## src/rtl/texture_load_controller_pkg.sv

```systemverilog
// Shared definitions for the texture load controller: FSM state encoding,
// lanes-per-beat derivation and the command descriptor layout.
package texture_load_controller_pkg;

    localparam int DEF_CMD_STREAM_WIDTH = 64;
    localparam int DEF_PIXEL_WIDTH      = 32;
    localparam int DEF_ADDR_WIDTH       = 17;

    // Command descriptor as packed by the parser: {size, addr}
    localparam int CMD_ADDR_LSB = 0;
    localparam int CMD_SIZE_LSB = DEF_ADDR_WIDTH;
    localparam int CMD_SIZE_W   = DEF_ADDR_WIDTH + 1;
    localparam int CMD_DESC_W   = CMD_SIZE_LSB + CMD_SIZE_W;

    typedef enum logic [2:0] {
        ST_IDLE   = 3'd0,
        ST_LOAD   = 3'd1,
        ST_UNPACK = 3'd2,
        ST_DRAIN  = 3'd3,
        ST_DONE   = 3'd4
    } load_state_e;

    // Texels carried by one command-stream beat
    function automatic int lanes_per_beat(input int cmd_w, input int pix_w);
        return cmd_w / pix_w;
    endfunction

    // Width of a lane index; never below one bit
    function automatic int lane_idx_width(input int ppb);
        return (ppb > 1) ? $clog2(ppb) : 1;
    endfunction

endpackage

```

## src/rtl/texture_load_controller_if.sv

```systemverilog
// Command, stream and texel-memory signals of the texture load controller.
// master = command parser / stream source side, slave = the controller.
interface texture_load_controller_if #(
    parameter int CMD_STREAM_WIDTH = texture_load_controller_pkg::DEF_CMD_STREAM_WIDTH,
    parameter int PIXEL_WIDTH      = texture_load_controller_pkg::DEF_PIXEL_WIDTH,
    parameter int ADDR_WIDTH       = texture_load_controller_pkg::DEF_ADDR_WIDTH
);
    logic                        s_cmd_valid;
    logic                        s_cmd_ready;
    logic [ADDR_WIDTH-1:0]       s_cmd_addr;
    logic [ADDR_WIDTH:0]         s_cmd_size;
    logic                        s_axis_tvalid;
    logic                        s_axis_tready;
    logic [CMD_STREAM_WIDTH-1:0] s_axis_tdata;
    logic                        s_axis_tlast;
    logic                        mem_wr_en;
    logic [ADDR_WIDTH-1:0]       mem_wr_addr;
    logic [PIXEL_WIDTH-1:0]      mem_wr_data;
    logic                        tex_lock;
    logic                        done;
    logic                        error;

    modport master (
        output s_cmd_valid, s_cmd_addr, s_cmd_size,
        output s_axis_tvalid, s_axis_tdata, s_axis_tlast,
        input  s_cmd_ready, s_axis_tready,
        input  mem_wr_en, mem_wr_addr, mem_wr_data,
        input  tex_lock, done, error
    );

    modport slave (
        input  s_cmd_valid, s_cmd_addr, s_cmd_size,
        input  s_axis_tvalid, s_axis_tdata, s_axis_tlast,
        output s_cmd_ready, s_axis_tready,
        output mem_wr_en, mem_wr_addr, mem_wr_data,
        output tex_lock, done, error
    );
endinterface

```

## src/rtl/texture_beat_unpacker.sv

```systemverilog
// Holds one command-stream beat and walks through its texel lanes.
// emit_data is the lane that becomes current after this clock edge, so the
// parent can register it straight into the memory write port.
module texture_beat_unpacker
    import texture_load_controller_pkg::*;
#(
    parameter int CMD_STREAM_WIDTH = DEF_CMD_STREAM_WIDTH,
    parameter int PIXEL_WIDTH      = DEF_PIXEL_WIDTH
) (
    input  logic                        aclk,
    input  logic                        reset,
    input  logic                        load,
    input  logic                        advance,
    input  logic [CMD_STREAM_WIDTH-1:0] tdata,
    input  logic                        tlast,
    output logic [PIXEL_WIDTH-1:0]      emit_data,
    output logic                        last_lane,
    output logic                        held_tlast
);
    localparam int PPB    = lanes_per_beat(CMD_STREAM_WIDTH, PIXEL_WIDTH);
    localparam int LANE_W = lane_idx_width(PPB);
    localparam logic [LANE_W-1:0] LAST_IDX = LANE_W'(PPB - 1);
    localparam logic [LANE_W-1:0] LANE_ONE = LANE_W'(1);

    logic [CMD_STREAM_WIDTH-1:0] beat_q, beat_d, beat_shift;
    logic [LANE_W-1:0]           lane_q, lane_d;
    logic                        tlast_q, tlast_d;

    // The beat is kept as a shift register: the current lane sits in the LSBs
    always_comb begin
        beat_shift = beat_q >> PIXEL_WIDTH;
        beat_d     = beat_q;
        lane_d     = lane_q;
        tlast_d    = tlast_q;
        if (load) begin
            beat_d  = tdata;
            lane_d  = '0;
            tlast_d = tlast;
        end else if (advance) begin
            beat_d = beat_shift;
            lane_d = lane_q + LANE_ONE;
        end
        emit_data = load ? tdata[PIXEL_WIDTH-1:0] : beat_shift[PIXEL_WIDTH-1:0];
    end

    // Beat, lane index and tlast storage
    always_ff @(posedge aclk or posedge reset) begin
        if (reset) begin
            beat_q  <= '0;
            lane_q  <= '0;
            tlast_q <= 1'b0;
        end else begin
            beat_q  <= beat_d;
            lane_q  <= lane_d;
            tlast_q <= tlast_d;
        end
    end

    assign last_lane  = (lane_q == LAST_IDX);
    assign held_tlast = tlast_q;

endmodule

```

## src/rtl/texture_load_controller.sv

```systemverilog
// Texture load controller: accepts a load command, unpacks stream beats into
// one texel write per clock, and locks TMU sampling while the upload runs.
// mem_wr_* show the texel written in the current cycle; addr_q / rem_q track
// the next texel to be issued.
module texture_load_controller
    import texture_load_controller_pkg::*;
#(
    parameter int CMD_STREAM_WIDTH = DEF_CMD_STREAM_WIDTH,
    parameter int PIXEL_WIDTH      = DEF_PIXEL_WIDTH,
    parameter int ADDR_WIDTH       = DEF_ADDR_WIDTH
) (
    input  logic                     aclk,
    input  logic                     reset,
    texture_load_controller_if.slave bus
);
    localparam logic [ADDR_WIDTH-1:0] ADDR_ONE = ADDR_WIDTH'(1);
    localparam logic [ADDR_WIDTH:0]   REM_ONE  = (ADDR_WIDTH + 1)'(1);

    load_state_e            state_q, state_d;
    logic [ADDR_WIDTH-1:0]  addr_q, addr_d;
    logic [ADDR_WIDTH:0]    rem_q, rem_d;
    logic [ADDR_WIDTH-1:0]  wr_addr_q, wr_addr_d;
    logic [PIXEL_WIDTH-1:0] wr_data_q, wr_data_d;
    logic                   wr_en_q, wr_en_d;
    logic                   err_q, err_d;
    logic                   done_q, done_d;
    logic                   lock_q, lock_d;

    logic                   emit;
    logic                   up_load, up_advance;
    logic                   up_last_lane, up_held_tlast;
    logic [PIXEL_WIDTH-1:0] up_emit_data;
    logic                   cmd_ready, beat_ready, cmd_hs, beat_hs, rem_zero;

    texture_beat_unpacker #(
        .CMD_STREAM_WIDTH (CMD_STREAM_WIDTH),
        .PIXEL_WIDTH      (PIXEL_WIDTH)
    ) u_unpacker (
        .aclk       (aclk),
        .reset      (reset),
        .load       (up_load),
        .advance    (up_advance),
        .tdata      (bus.s_axis_tdata),
        .tlast      (bus.s_axis_tlast),
        .emit_data  (up_emit_data),
        .last_lane  (up_last_lane),
        .held_tlast (up_held_tlast)
    );

    // Ready flags decode flopped state only; in UNPACK a new beat is taken
    // just as the last needed lane of the held beat is being written.
    assign rem_zero   = (rem_q == '0);
    assign cmd_ready  = (state_q == ST_IDLE) && !reset;
    assign beat_ready = (state_q == ST_LOAD) || (state_q == ST_DRAIN) ||
                        ((state_q == ST_UNPACK) && up_last_lane && !rem_zero && !up_held_tlast);
    assign cmd_hs     = cmd_ready && bus.s_cmd_valid;
    assign beat_hs    = beat_ready && bus.s_axis_tvalid;

    // Next-state, counters and the registered write port
    always_comb begin
        state_d    = state_q;
        addr_d     = addr_q;
        rem_d      = rem_q;
        err_d      = err_q;
        wr_en_d    = 1'b0;
        wr_addr_d  = wr_addr_q;
        wr_data_d  = wr_data_q;
        emit       = 1'b0;
        up_load    = 1'b0;
        up_advance = 1'b0;

        case (state_q)
            ST_IDLE: begin
                if (cmd_hs) begin
                    addr_d  = bus.s_cmd_addr;
                    rem_d   = bus.s_cmd_size;
                    err_d   = 1'b0;
                    state_d = (bus.s_cmd_size == '0) ? ST_DONE : ST_LOAD;
                end
            end
            ST_LOAD: begin
                if (beat_hs) begin
                    up_load = 1'b1;
                    emit    = 1'b1;
                    state_d = ST_UNPACK;
                end
            end
            ST_UNPACK: begin
                if (rem_zero) begin
                    state_d = up_held_tlast ? ST_DONE : ST_DRAIN;
                end else if (up_last_lane) begin
                    if (up_held_tlast) begin
                        err_d   = 1'b1;
                        state_d = ST_DONE;
                    end else if (beat_hs) begin
                        up_load = 1'b1;
                        emit    = 1'b1;
                    end else begin
                        state_d = ST_LOAD;
                    end
                end else begin
                    up_advance = 1'b1;
                    emit       = 1'b1;
                end
            end
            ST_DRAIN: begin
                if (beat_hs && bus.s_axis_tlast) begin
                    err_d   = 1'b1;
                    state_d = ST_DONE;
                end
            end
            ST_DONE: begin
                state_d = ST_IDLE;
            end
            default: begin
                state_d = ST_IDLE;
            end
        endcase

        if (emit) begin
            wr_en_d   = 1'b1;
            wr_addr_d = addr_q;
            wr_data_d = up_emit_data;
            addr_d    = addr_q + ADDR_ONE;
            rem_d     = rem_q - REM_ONE;
        end

        done_d = (state_d == ST_DONE);
        lock_d = (state_d != ST_IDLE);
    end

    // State, counters and registered outputs
    always_ff @(posedge aclk or posedge reset) begin
        if (reset) begin
            state_q   <= ST_IDLE;
            addr_q    <= '0;
            rem_q     <= '0;
            err_q     <= 1'b0;
            wr_en_q   <= 1'b0;
            wr_addr_q <= '0;
            wr_data_q <= '0;
            done_q    <= 1'b0;
            lock_q    <= 1'b0;
        end else begin
            state_q   <= state_d;
            addr_q    <= addr_d;
            rem_q     <= rem_d;
            err_q     <= err_d;
            wr_en_q   <= wr_en_d;
            wr_addr_q <= wr_addr_d;
            wr_data_q <= wr_data_d;
            done_q    <= done_d;
            lock_q    <= lock_d;
        end
    end

    assign bus.s_cmd_ready   = cmd_ready;
    assign bus.s_axis_tready = beat_ready;
    assign bus.mem_wr_en     = wr_en_q;
    assign bus.mem_wr_addr   = wr_addr_q;
    assign bus.mem_wr_data   = wr_data_q;
    assign bus.tex_lock      = lock_q;
    assign bus.done          = done_q;
    assign bus.error         = err_q;

endmodule

```

## src/flat_wrapper.sv

```systemverilog
// flat-port wrapper written by rule: the top's interface ports become plain ports
module texture_load_controller_flat import texture_load_controller_pkg::*;
#(
    parameter int CMD_STREAM_WIDTH = DEF_CMD_STREAM_WIDTH,
    parameter int PIXEL_WIDTH      = DEF_PIXEL_WIDTH,
    parameter int ADDR_WIDTH       = DEF_ADDR_WIDTH
)
  (aclk, reset, bus_s_cmd_valid, bus_s_cmd_addr, bus_s_cmd_size, bus_s_axis_tvalid, bus_s_axis_tdata, bus_s_axis_tlast, bus_s_cmd_ready, bus_s_axis_tready, bus_mem_wr_en, bus_mem_wr_addr, bus_mem_wr_data, bus_tex_lock, bus_done, bus_error);
  texture_load_controller_if #(.CMD_STREAM_WIDTH(CMD_STREAM_WIDTH), .PIXEL_WIDTH(PIXEL_WIDTH), .ADDR_WIDTH(ADDR_WIDTH)) bus_i ();
  input  logic aclk;
  input  logic reset;
  input wire logic [$bits(bus_i.s_cmd_valid)-1:0] bus_s_cmd_valid;
  input wire logic [$bits(bus_i.s_cmd_addr)-1:0] bus_s_cmd_addr;
  input wire logic [$bits(bus_i.s_cmd_size)-1:0] bus_s_cmd_size;
  input wire logic [$bits(bus_i.s_axis_tvalid)-1:0] bus_s_axis_tvalid;
  input wire logic [$bits(bus_i.s_axis_tdata)-1:0] bus_s_axis_tdata;
  input wire logic [$bits(bus_i.s_axis_tlast)-1:0] bus_s_axis_tlast;
  output wire logic [$bits(bus_i.s_cmd_ready)-1:0] bus_s_cmd_ready;
  output wire logic [$bits(bus_i.s_axis_tready)-1:0] bus_s_axis_tready;
  output wire logic [$bits(bus_i.mem_wr_en)-1:0] bus_mem_wr_en;
  output wire logic [$bits(bus_i.mem_wr_addr)-1:0] bus_mem_wr_addr;
  output wire logic [$bits(bus_i.mem_wr_data)-1:0] bus_mem_wr_data;
  output wire logic [$bits(bus_i.tex_lock)-1:0] bus_tex_lock;
  output wire logic [$bits(bus_i.done)-1:0] bus_done;
  output wire logic [$bits(bus_i.error)-1:0] bus_error;
  assign bus_i.s_cmd_valid = bus_s_cmd_valid;
  assign bus_i.s_cmd_addr = bus_s_cmd_addr;
  assign bus_i.s_cmd_size = bus_s_cmd_size;
  assign bus_i.s_axis_tvalid = bus_s_axis_tvalid;
  assign bus_i.s_axis_tdata = bus_s_axis_tdata;
  assign bus_i.s_axis_tlast = bus_s_axis_tlast;
  assign bus_s_cmd_ready = bus_i.s_cmd_ready;
  assign bus_s_axis_tready = bus_i.s_axis_tready;
  assign bus_mem_wr_en = bus_i.mem_wr_en;
  assign bus_mem_wr_addr = bus_i.mem_wr_addr;
  assign bus_mem_wr_data = bus_i.mem_wr_data;
  assign bus_tex_lock = bus_i.tex_lock;
  assign bus_done = bus_i.done;
  assign bus_error = bus_i.error;
  texture_load_controller #(.CMD_STREAM_WIDTH(CMD_STREAM_WIDTH), .PIXEL_WIDTH(PIXEL_WIDTH), .ADDR_WIDTH(ADDR_WIDTH)) u_core (.aclk(aclk), .reset(reset), .bus(bus_i));
endmodule
```

## config.mk

```make
export PLATFORM = sky130hd
export DESIGN_NAME = texture_load_controller_flat
export DESIGN_NICKNAME = d
export VERILOG_FILES = /design/src/rtl/texture_load_controller_pkg.sv /design/src/rtl/texture_load_controller_if.sv /design/src/rtl/texture_beat_unpacker.sv /design/src/rtl/texture_load_controller.sv /design/src/flat_wrapper.sv
export SDC_FILE = /design/constraint.sdc
export NUM_CORES = 1
export LEC_CHECK = 0
export ABC_CLOCK_PERIOD_IN_PS = 9100
export BUFFER_PORTS_ARGS = -buffer_cell sky130_fd_sc_hd__buf_2
export CORE_MARGIN = 5
export CORE_UTILIZATION = 50
export DETAILED_ROUTE_END_ITERATION = 8
export HOLD_SLACK_MARGIN = 0.03
export PLACE_DENSITY = 0.76
export SLEW_MARGIN = 0
export SYNTH_ARGS = -nofsm -noshare
export SYNTH_HDL_FRONTEND = slang
export SYNTH_SLANG_ARGS = --single-unit
```

## constraint.sdc

```tcl
create_clock -name aclk -period 9.1 [get_ports aclk]
set_input_delay 1.82 -clock aclk [delete_from_list [all_inputs] [get_ports aclk]]
set_output_delay 1.82 -clock aclk [all_outputs]
set_load 0.02 [all_outputs]
```

; ---- Word-level counts from Yosys, hierarchy flattened
; Index checks and enable logic that the tools add are counted.
; W data, S select, Z words.
[classes]
n_addsub = 3
n_eq_ne = 9
mux = 39
reduce_logical = 22
[ops]
columns = op, count
row1 = $mux W64, 2
row2 = $mux W18, 3
row3 = $mux W17, 3
row4 = $logic_not A18 Y1, 2
row5 = $mux W32, 1
row6 = $mux W3, 9
row7 = $sub A18 B1 Y18 const B, 1
row8 = $add A17 B1 Y17 const B, 1
row9 = $mux W1, 17
row10 = $pmux W3 S4, 1
row11 = $ne A2 B2 Y1 const B, 4
row12 = $logic_and A1 B1 Y1, 7
row13 = $eq A3 B2 Y1 const B, 2
row14 = $reduce_and A6 Y1, 1
row15 = $reduce_bool A2 Y1, 3
row16 = $reduce_bool A3 Y1, 2
row17 = $pmux W1 S2, 2
row18 = $eq A3 B1 Y1 const B, 1
row19 = $eq A3 B3 Y1 const B, 1
row20 = $logic_not A1 Y1, 3
row21 = $logic_not A3 Y1, 1
row22 = $pmux W1 S3, 1
row23 = $logic_or A1 B1 Y1, 2
row24 = $ne A2 B1 Y1 const B, 1
row25 = 2 further kinds, 2
[word_totals]
regBits = 157
inputBits = 104
output_inout_bits = 55

; ---- Depth between registers and ports, before layout
; Gate-level depths: netlist of run 1.
[logic_depth]
ltp_word = 13
depth_mapped = 11
mapped_depth_nobuf = 8

; ---- Hierarchy
; A second synthesis of run 1 with hierarchy kept.
[unflattened]
cells_unflattened = 660
hier_area_um2 = 6621.4
[by_module_without_submodules]
columns = mod, n_inst, cells_each, area_per_inst_um2, seq_area_each_um2
row1 = texture_load_controller, 1, 422, 4707.0, 2277.2
row2 = texture_beat_unpacker, 1, 238, 1914.3, 850.8

; ---- Worst setup path before layout of run 1
; OpenSTA, ideal clock, no wires.
[synth_timing]
path_type = input -> output
start = input port reset
end = output port bus_s_cmd_ready
t_arrival_ns = 2.601
required_ns = 7.280
slack_ns = 4.679
cell_stages = 1
path_cell_list = nor4_1
[synth_between]
elab_chain_len = 2
[synth_rtl]
columns = item, line_no
row1 = start: declaration, flat_wrapper.sv:11  ; input logic reset;
row2 = $logic_not A1 Y1, texture_load_controller.sv:53  ; assign cmd_ready = (state_q == ST_IDLE) && !reset;
row3 = $logic_and A1 B1 Y1, texture_load_controller.sv:53
row4 = end: declaration, flat_wrapper.sv:18  ; output wire logic [$bits(bus_i.s_cmd_ready)-1:0] bus_s_cmd_ready;
; Every way passes these cells.

; ---- Worst setup path after layout of run 1
[layout_timing]
start = register u_core.rem_q[0]
end = output port bus_s_axis_tready
[layout_between]
elab_chain_len = 5
[layout_rtl]
columns = item, line_no
row1 = start: declaration, texture_load_controller.sv:21  ; logic [ADDR_WIDTH:0] rem_q, rem_d;
row2 = start signal: assignment, texture_load_controller.sv:147  ; rem_q <= rem_d;
row3 = $logic_not A18 Y1, texture_load_controller.sv:52  ; assign rem_zero = (rem_q == '0);
row4 = $logic_not A1 Y1, texture_load_controller.sv:55  ; ((state_q == ST_UNPACK) && up_last_lane && !rem_zero && !up_held_tlast);
row5 = $logic_and A1 B1 Y1 (2 in series), texture_load_controller.sv:55
row6 = $logic_or A1 B1 Y1, texture_load_controller.sv:54  ; assign beat_ready = (state_q == ST_LOAD) || (state_q == ST_DRAIN) ||
row7 = end: declaration, flat_wrapper.sv:19  ; output wire logic [$bits(bus_i.s_axis_tready)-1:0] bus_s_axis_tready;
; Every way passes these cells.

==> out/metrics.csv, run 1 <==
stage;metric;value;unit
pwr;cell area power density;388;nW/um2
timing;RSZ-0062 raised after global routing;no;
global_routing;grt ovf;0;
setup_path;Critical Path RT;7280;ps
logic_synthesis;Mapped Cells;652;
clock_network;CTS Buf Count;17;
setup_path;reg2reg end;u_core.u_unpacker.held_tlast;
routing;DRC;0;
timing;Tcrit/Tclk final;53.9;%
die;Die Wd;122;um
logic_synthesis;Synth area leader;dfrtp_1;
clock_network;H-tree depth;4;
setup_path;R2R Path Start;u_core.rem_q[0];
logic_synthesis;EDFF count, synth;0;
place;Placer Congestion;0.857;
setup_path;CP max stage delay;540;ps
global_routing;GRT Overall Usage;23.4;%
clock_network;TritonCTS clock tree;yes;
place;number of I/O port buffers;158;
logic_synthesis;Post-Syn Area per Cell;9.53;um2
die;Initial Utilization;51.3;%
timing;Final TNS setup;0;ps
logic_synthesis;Main synth FF type;dfrtp_1;
setup_path;Critical Path Slowest Stage Cell;or4_1;
place;Final HPWL DP;11400;um
routing;via/cell ratio;6.03;
cells_and_area;ratio of cells with drive above 1 in the final layout;25.9;%
routing;remaining antenna violation count after routing;0;
timing;Setup WS post-layout;4200;ps
global_routing;via count of the first global-routing pass;5502;
cells_and_area;area grow syn2layout;20.7;%
clock_network;Worst-Skew Late Latency;410;ps
hold_path;Hold Path Sink;u_core.bus.mem_wr_addr[1];
routing;per-cell routed wire length;18.2;um
setup_path;Critical Path Source;u_core.rem_q[0];
hold_path;Hold Crit Class;register to register;
die;die height;122;um
routing;total iterations of the first detailed-routing run;5;
place;placed cells;923;
flow_run;Max-Cap Viols;0;
routing;DRT iter0 DRCs;660;
cells_and_area;fillers;1083;
clock_network;# clock sinks;125;
global_routing;initial antenna violation count;0;
setup_path;Critical Path Source Type;register;
clock_network;Setup Fix Bufs, Post-CTS;0;
setup_path;Critical Path AT;3080;ps
pwr;Max IR drop VDD;0.211;mV
logic_synthesis;Synth Cell Area;6220;um2
timing;Max Freq;204;MHz
timing;Rel. slew slack;24.8;%
timing;final hold viol count;0;
die;Core ar.;12100;um2
timing;Tmin final;4900;ps
setup_path;CP Class;register to primary output;
hold_path;hold path cells;2;
routing;detailed-route wire length;17400;um
setup_path;worst reg2reg path depth;7;
die;FP Rows;40;
logic_synthesis;sequential fraction of the synthesis area;50.3;%
logic_synthesis;syn nets;758;
setup_path;R2R Setup Slk;5220;ps
global_routing;largest net degree at the start of global routing;101;
timing;Setup Skew;7.60;ps
clock_network;clock-pin slew on the worst setup and hold paths;50;ps
cells_and_area;# diodes;0;
logic_synthesis;Synth cell types;69;
clock_network;# resized after CTS;0;
status;outcome;complete, no violations;
hold_path;hold path start;u_core.bus.mem_wr_addr[1];
logic_synthesis;Yosys top cell area share;50.3;%
die;DIE AREA;14800;um2
clock_network;CTS Buffer Depth;2;
pwr;leak pwr;3.34;nW
die;# IOs;159;
setup_path;CP cell instances;inv_1 -> ha_1 -> or4b_1 -> or3_1 -> or4_1 -> a41oi_1 -> nor2_1 -> buf_2;
setup_path;Worst Setup End Kind;primary output;
global_routing;first-pass GRT wire length;27700;um
clock_network;hold_buf cts;0;
setup_path;Max Fanout on Critical Path;7;
clock_network;Root Buffer;clkbuf_16;
logic_synthesis;#FFs+latches synth;125;
place;pre-CTS WS;4140;ps
cells_and_area;Final nets;880;
logic_synthesis;Async S/R FF share, synth;100;%
cells_and_area;Non-Filler Instances;955;
timing;# setup viols final;0;
routing;vias;5760;
timing;Max Slew Vio Count;0;
logic_synthesis;Synth warnings;0;
timing;Tightest Pin Transition;1130;ps
logic_synthesis;Area contributors post-synth;dfrtp_1, nand2_1, a31oi_1;
-- critical path: cells and delay by family (launching register included) --
kind | cells | cell delay, ps
flops | 1 | 410
buf+inv | 2 | 230
simple gates | 4 | 1550
compound gates | 1 | 270
fa+ha+maj | 1 | 210
-- cell families (layout without fill, tap and decap cells) --
| family | Yosys count | after routing | synth area share (%) |
|---|---|---|---|
| and+or+nand+nor | 225 | 225 | 17.5 |
| AOI/OAI and AO/OA | 213 | 213 | 23.7 |
| DFF | 125 | 125 | 50.3 |
| buffers and inverters | 75 | 210 | 6.16 |
| muxes | 11 | 11 | 1.79 |
| adders and majority gates | 2 | 2 | 0.403 |
| xor gates and xnor gates | 1 | 1 | 0.141 |
-- per-layer routing --
layer,vias up,share of wire (%),GRT usage (%)
li1,2693,-,-
met1,2801,42,32.3
met2,233,48,36.5
met3,33,7.0,4.90
met4,0,2.3,8.75
met5,-,0,0
-- cell usage in the layout (no fill, tap or decap), types with 11 or more instances in the layout --
cell type,netlist,final
or4_1,11,11
buf_2,13,158
clkbuf_16,0,17
nand2_1,70,70
o21ai_0,41,41
a31oi_1,36,36
a21oi_1,41,41
dfrtp_1,125,125
inv_1,16,15
nand3_1,23,23
nor2_1,46,46
nor3_1,36,36
o2bb2ai_1,25,25
-- sequential cells by signal, summed over array words and instances, names as in the netlist --
name / count
u_core.bus.mem_wr_addr: 17
u_core.bus.error: 1
u_core.rem_q: 18
u_core.addr_q: 17
u_core.u_unpacker.held_tlast: 1
u_core.bus.done: 1
u_core.u_unpacker.last_lane: 1
u_core.state_q: 3
u_core.bus.mem_wr_en: 1
u_core.bus.mem_wr_data: 32
u_core.u_unpacker.beat_q: 32
u_core.bus.tex_lock: 1
-- power by group --
group	switching, mW	internal (mW)
Sequential	0.223	0.838
Combinational	0.756	0.446
Clock	0.237	0.410
Total	1.22	1.69
-- metrics by stage --
step | hold WS, ps | util, % | power [mW] | instance area, um2
after floorplan | 473 | - | 1.95 | 6220
after global placement | 457 | 57.2 | 2.20 | 6930
after detailed placement | 462 | 57.2 | 2.26 | 6930
after global routing | 503 | 61.9 | 3.10 | 7500
after CTS | 475 | 61.9 | 2.91 | 7500
final | 468 | 61.9 | 2.91 | 7500
-- worst max path at each step --
| stage | end | depth (start not counted) |
|---|---|---|
| floorplan | u_core.addr_q[0] | 1 |
| detailed placement | u_core.addr_q[7] | 7 |
| global route | bus_s_axis_tready | 8 |
| CTS | bus_s_axis_tready | 8 |
| global placement | u_core.addr_q[0] | 7 |
| finish | bus_s_axis_tready | 8 |
-- synthesized netlist by cell type, types with 6 or more instances --
| master | n |
|---|---|
| buf_4 | 10 |
| dfrtp_1 | 125 |
| nand3_1 | 23 |
| a221o_1 | 7 |
| o311ai_0 | 6 |
| buf_2 | 13 |
| a21oi_1 | 41 |
| or3_1 | 6 |
| or4_1 | 11 |
| nand2_1 | 70 |
| buf_6 | 6 |
| nor4_1 | 9 |
| a31oi_1 | 36 |
| a22o_1 | 7 |
| inv_1 | 16 |
| o21ai_0 | 41 |
| clkbuf_1 | 26 |
| nor3_1 | 36 |
| o2bb2ai_1 | 25 |
| nor2_1 | 46 |
| mux2i_1 | 10 |
-- final cells by class --
class | instances | area [um2] | area share [%]
clock buffers | 26 | 509 | 6.79
clock inverters | 6 | 57.6 | 0.767
inverters | 17 | 68.8 | 0.918
multi-input cells | 452 | 2710 | 36.2
flip-flops and latches | 125 | 3130 | 41.7
well taps | 168 | 210 | 2.80
repair buffers | 161 | 813 | 10.8
No activity file was read; power rests on OpenSTA's default activity.
==> run 2, diff against run 1 <==
ABC_CLOCK_PERIOD_IN_PS = 4100   (was 9100)
CORE_UTILIZATION = 48   (was 50)
clock period = 4.1 ns   (was 9.1 ns; I/O delays follow)
==> run 2 against run 1 <==
Via count rose by 0.87%. Sequential power rose by 120%. Largest power group unchanged. Cell count rose by 1.0%. Register-to-register slack got worse by 4400 ps. Sequential cell count did not move. Die area rose by 3.8%. Clock skew rose by 4.0 ps. Clock power rose by 130%. Clock-buffer cell count fell by 5. Critical endpoint unchanged. Non-clock buffer count rose by 6.
==> out/metrics.csv, run 2 (same netlist as run 1, synthesis figures left out) <==
stage;metric;value;unit;change
cells_and_area;ratio of cells with drive above 1 in the final layout;26.7;%;+0.81 points
setup_path;CP cell instances;inv_1 -> ha_1 -> or4b_1 -> or3_1 -> or4_1 -> a41oi_1 -> nor2_1 -> buf_2;;
global_routing;grt ovf;0;;unchanged
place;Placer Congestion;0.882;;+3.0%
routing;vias;5810;;+0.87%
routing;total iterations of the first detailed-routing run;5;;unchanged
routing;DRT iter0 DRCs;571;;-13%
clock_network;Setup Fix Bufs, Post-CTS;0;;unchanged
clock_network;CTS Buffer Depth;2;;unchanged
routing;DRC;0;;unchanged
place;Final HPWL DP;11600;um;+1.7%
pwr;cell area power density;859;nW/um2;+120%
cells_and_area;area grow syn2layout;21.9;%;
global_routing;initial antenna violation count;0;;unchanged
flow_run;Max-Cap Viols;0;;unchanged
timing;WHS;466;ps;-2.53 ps
routing;remaining antenna violation count after routing;0;;unchanged
setup_path;Critical Path RT;3280;ps;-4000 ps
place;placed cells;933;;+1.1%
setup_path;Max Fanout on Critical Path;7;;unchanged
hold_path;Hold Crit Class;register to register;;
cells_and_area;Final Core Density;59.8;%;-2.1 points
clock_network;H-tree depth;4;;unchanged
timing;Max Slew Vio Count;0;;unchanged
clock_network;# resized after CTS;0;;unchanged
routing;per-cell routed wire length;18.2;um;-0.27%
setup_path;Buf/Inv on CP;2;;unchanged
status;outcome;complete, no violations;;
clock_network;CTS Buf Count;17;;unchanged
clock_network;hold_buf cts;0;;unchanged
global_routing;largest net degree at the start of global routing;94;;-6.9%
timing;Tightest Pin Transition;1000;ps;-123 ps
hold_path;hold path start;u_core.bus.mem_wr_addr[16];;
pwr;Max IR drop VDD;0.423;mV;+100%
clock_network;# clock sinks;125;;unchanged
die;FP Rows;41;;+2.5%
clock_network;clock-pin slew on the worst setup and hold paths;60;ps;about the same
die;DIE AREA;15300;um2;+3.8%
timing;# setup viols final;0;;unchanged
setup_path;Critical Path Slowest Stage Cell;or4_1;;
cells_and_area;area of the multi-input gates;2710;um2;unchanged
setup_path;R2R Path Start;u_core.rem_q[1];;
timing;Max Freq;257;MHz;
place;number of I/O port buffers;158;;unchanged
timing;Final TNS setup;0;ps;unchanged
die;Initial Utilization;49.1;%;-2.3 points
cells_and_area;fillers;1140;;+5.3%
clock_network;Worst-Skew Late Latency;420;ps;about the same
timing;Rel. slew slack;33.2;%;+8.4 points
setup_path;Critical Path Source Type;register;;
setup_path;Critical Path AT;3070;ps;about the same
clock_network;TritonCTS clock tree;yes;;
setup_path;CP max stage delay;520;ps;-20 ps
timing;Tmin final;3890;ps;
die;Core ar.;12700;um2;+4.6%
timing;final hold viol count;0;;unchanged
global_routing;via count of the first global-routing pass;5645;;+2.6%
cells_and_area;most frequent cells in the layout;buf_2, dfrtp_1, nand2_1;;
setup_path;Worst Setup End Kind;primary output;;
setup_path;CP Class;register to primary output;;
timing;Tcrit/Tclk final;95.0;%;
global_routing;GRT Overall Usage;23.1;%;-0.35 points
timing;Setup Skew;11.7;ps;+4.05 ps
cells_and_area;Final nets;886;;+0.68%
pwr;leak pwr;3.37;nW;+0.96%
cells_and_area;# diodes;0;;unchanged
die;die height;124;um;+1.9%
die;# IOs;159;;unchanged
timing;RSZ-0062 raised after global routing;no;;
routing;detailed-route wire length;17500;um;+0.78%
cells_and_area;Reg area;3130;um2;unchanged
global_routing;first-pass GRT wire length;27800;um;+0.47%
setup_path;delay-heaviest family, CP;simple AND/OR/NAND/NOR gates;;
cells_and_area;commonest non-fill, non-tap cell in the layout;buf_2;;
routing;via/cell ratio;6.02;;-0.18%
clock_network;Root Buffer;clkbuf_16;;
cells_and_area;Non-Filler Instances;965;;+1.0%
die;Die Wd;124;um;+1.9%
setup_path;Critical Path Source;u_core.rem_q[1];;
## run 2: cell count changes in the layout (fill, tap and decap cells not counted), sizes merged
cell / before / now
clkbuf: 26 / 21
buf: 161 / 167
bufinv: 1 / 2
clkinvlp: 1 / 3
clkinv: 4 / 7
inv: 17 / 16
## run 2: area by class of cell
class                   instances  area share, %
inverters                      17          0.925
repair buffers                167           11.5
multi-input cells             452           35.8
clock buffers                  21           6.08
well taps                     172           2.84
clock inverters                11           1.55
flip-flops and latches        125           41.3
## run 2: worst paths after layout
path | to | depth (start not counted) | slack, ps
setup / recovery | bus_s_axis_tready | 8 | 210
hold / removal | u_core.bus.mem_wr_addr[16] | 2 | 470
setup reg to reg | u_core.rem_q[0] | 8 | 830
hold reg to reg | u_core.bus.mem_wr_addr[16] | 2 | 470
max in group asynchronous | u_core.addr_q[16] | 3 | 2850
min in group asynchronous | u_core.bus.mem_wr_data[5] | 3 | 680
## run 2: through the flow
step / power, mW / area (um2) / setup slack [ps]
after floorplan: 4.32 / 6220 / 931
after global placement: 4.93 / 7000 / 738
after detailed placement: 5.05 / 7000 / 669
after CTS: 6.54 / 7570 / 207
after global routing: 6.97 / 7570 / 31.1
final: 6.51 / 7570 / 205
## run 2: worst register-to-register path, stage by stage, from the launching register on
cell     delay, ps
dfrtp_1        390
inv_1           90
ha_1           230
or4b_1         460
or4_1          640
o21ai_4        300
buf_12         380
nand2_1        340
o221a_2        320
## run 2: metal layers
metal	GRT usage, %	routed length [um]
met1	29.2	6930
met2	38.7	9080
met3	5.36	1190
met5	0	0
met4	8.24	327
## run 2: where the power goes
group          switching [mW]  internal [mW]
clock                   0.537          0.921
sequential              0.482           1.86
combinational            1.69           1.01
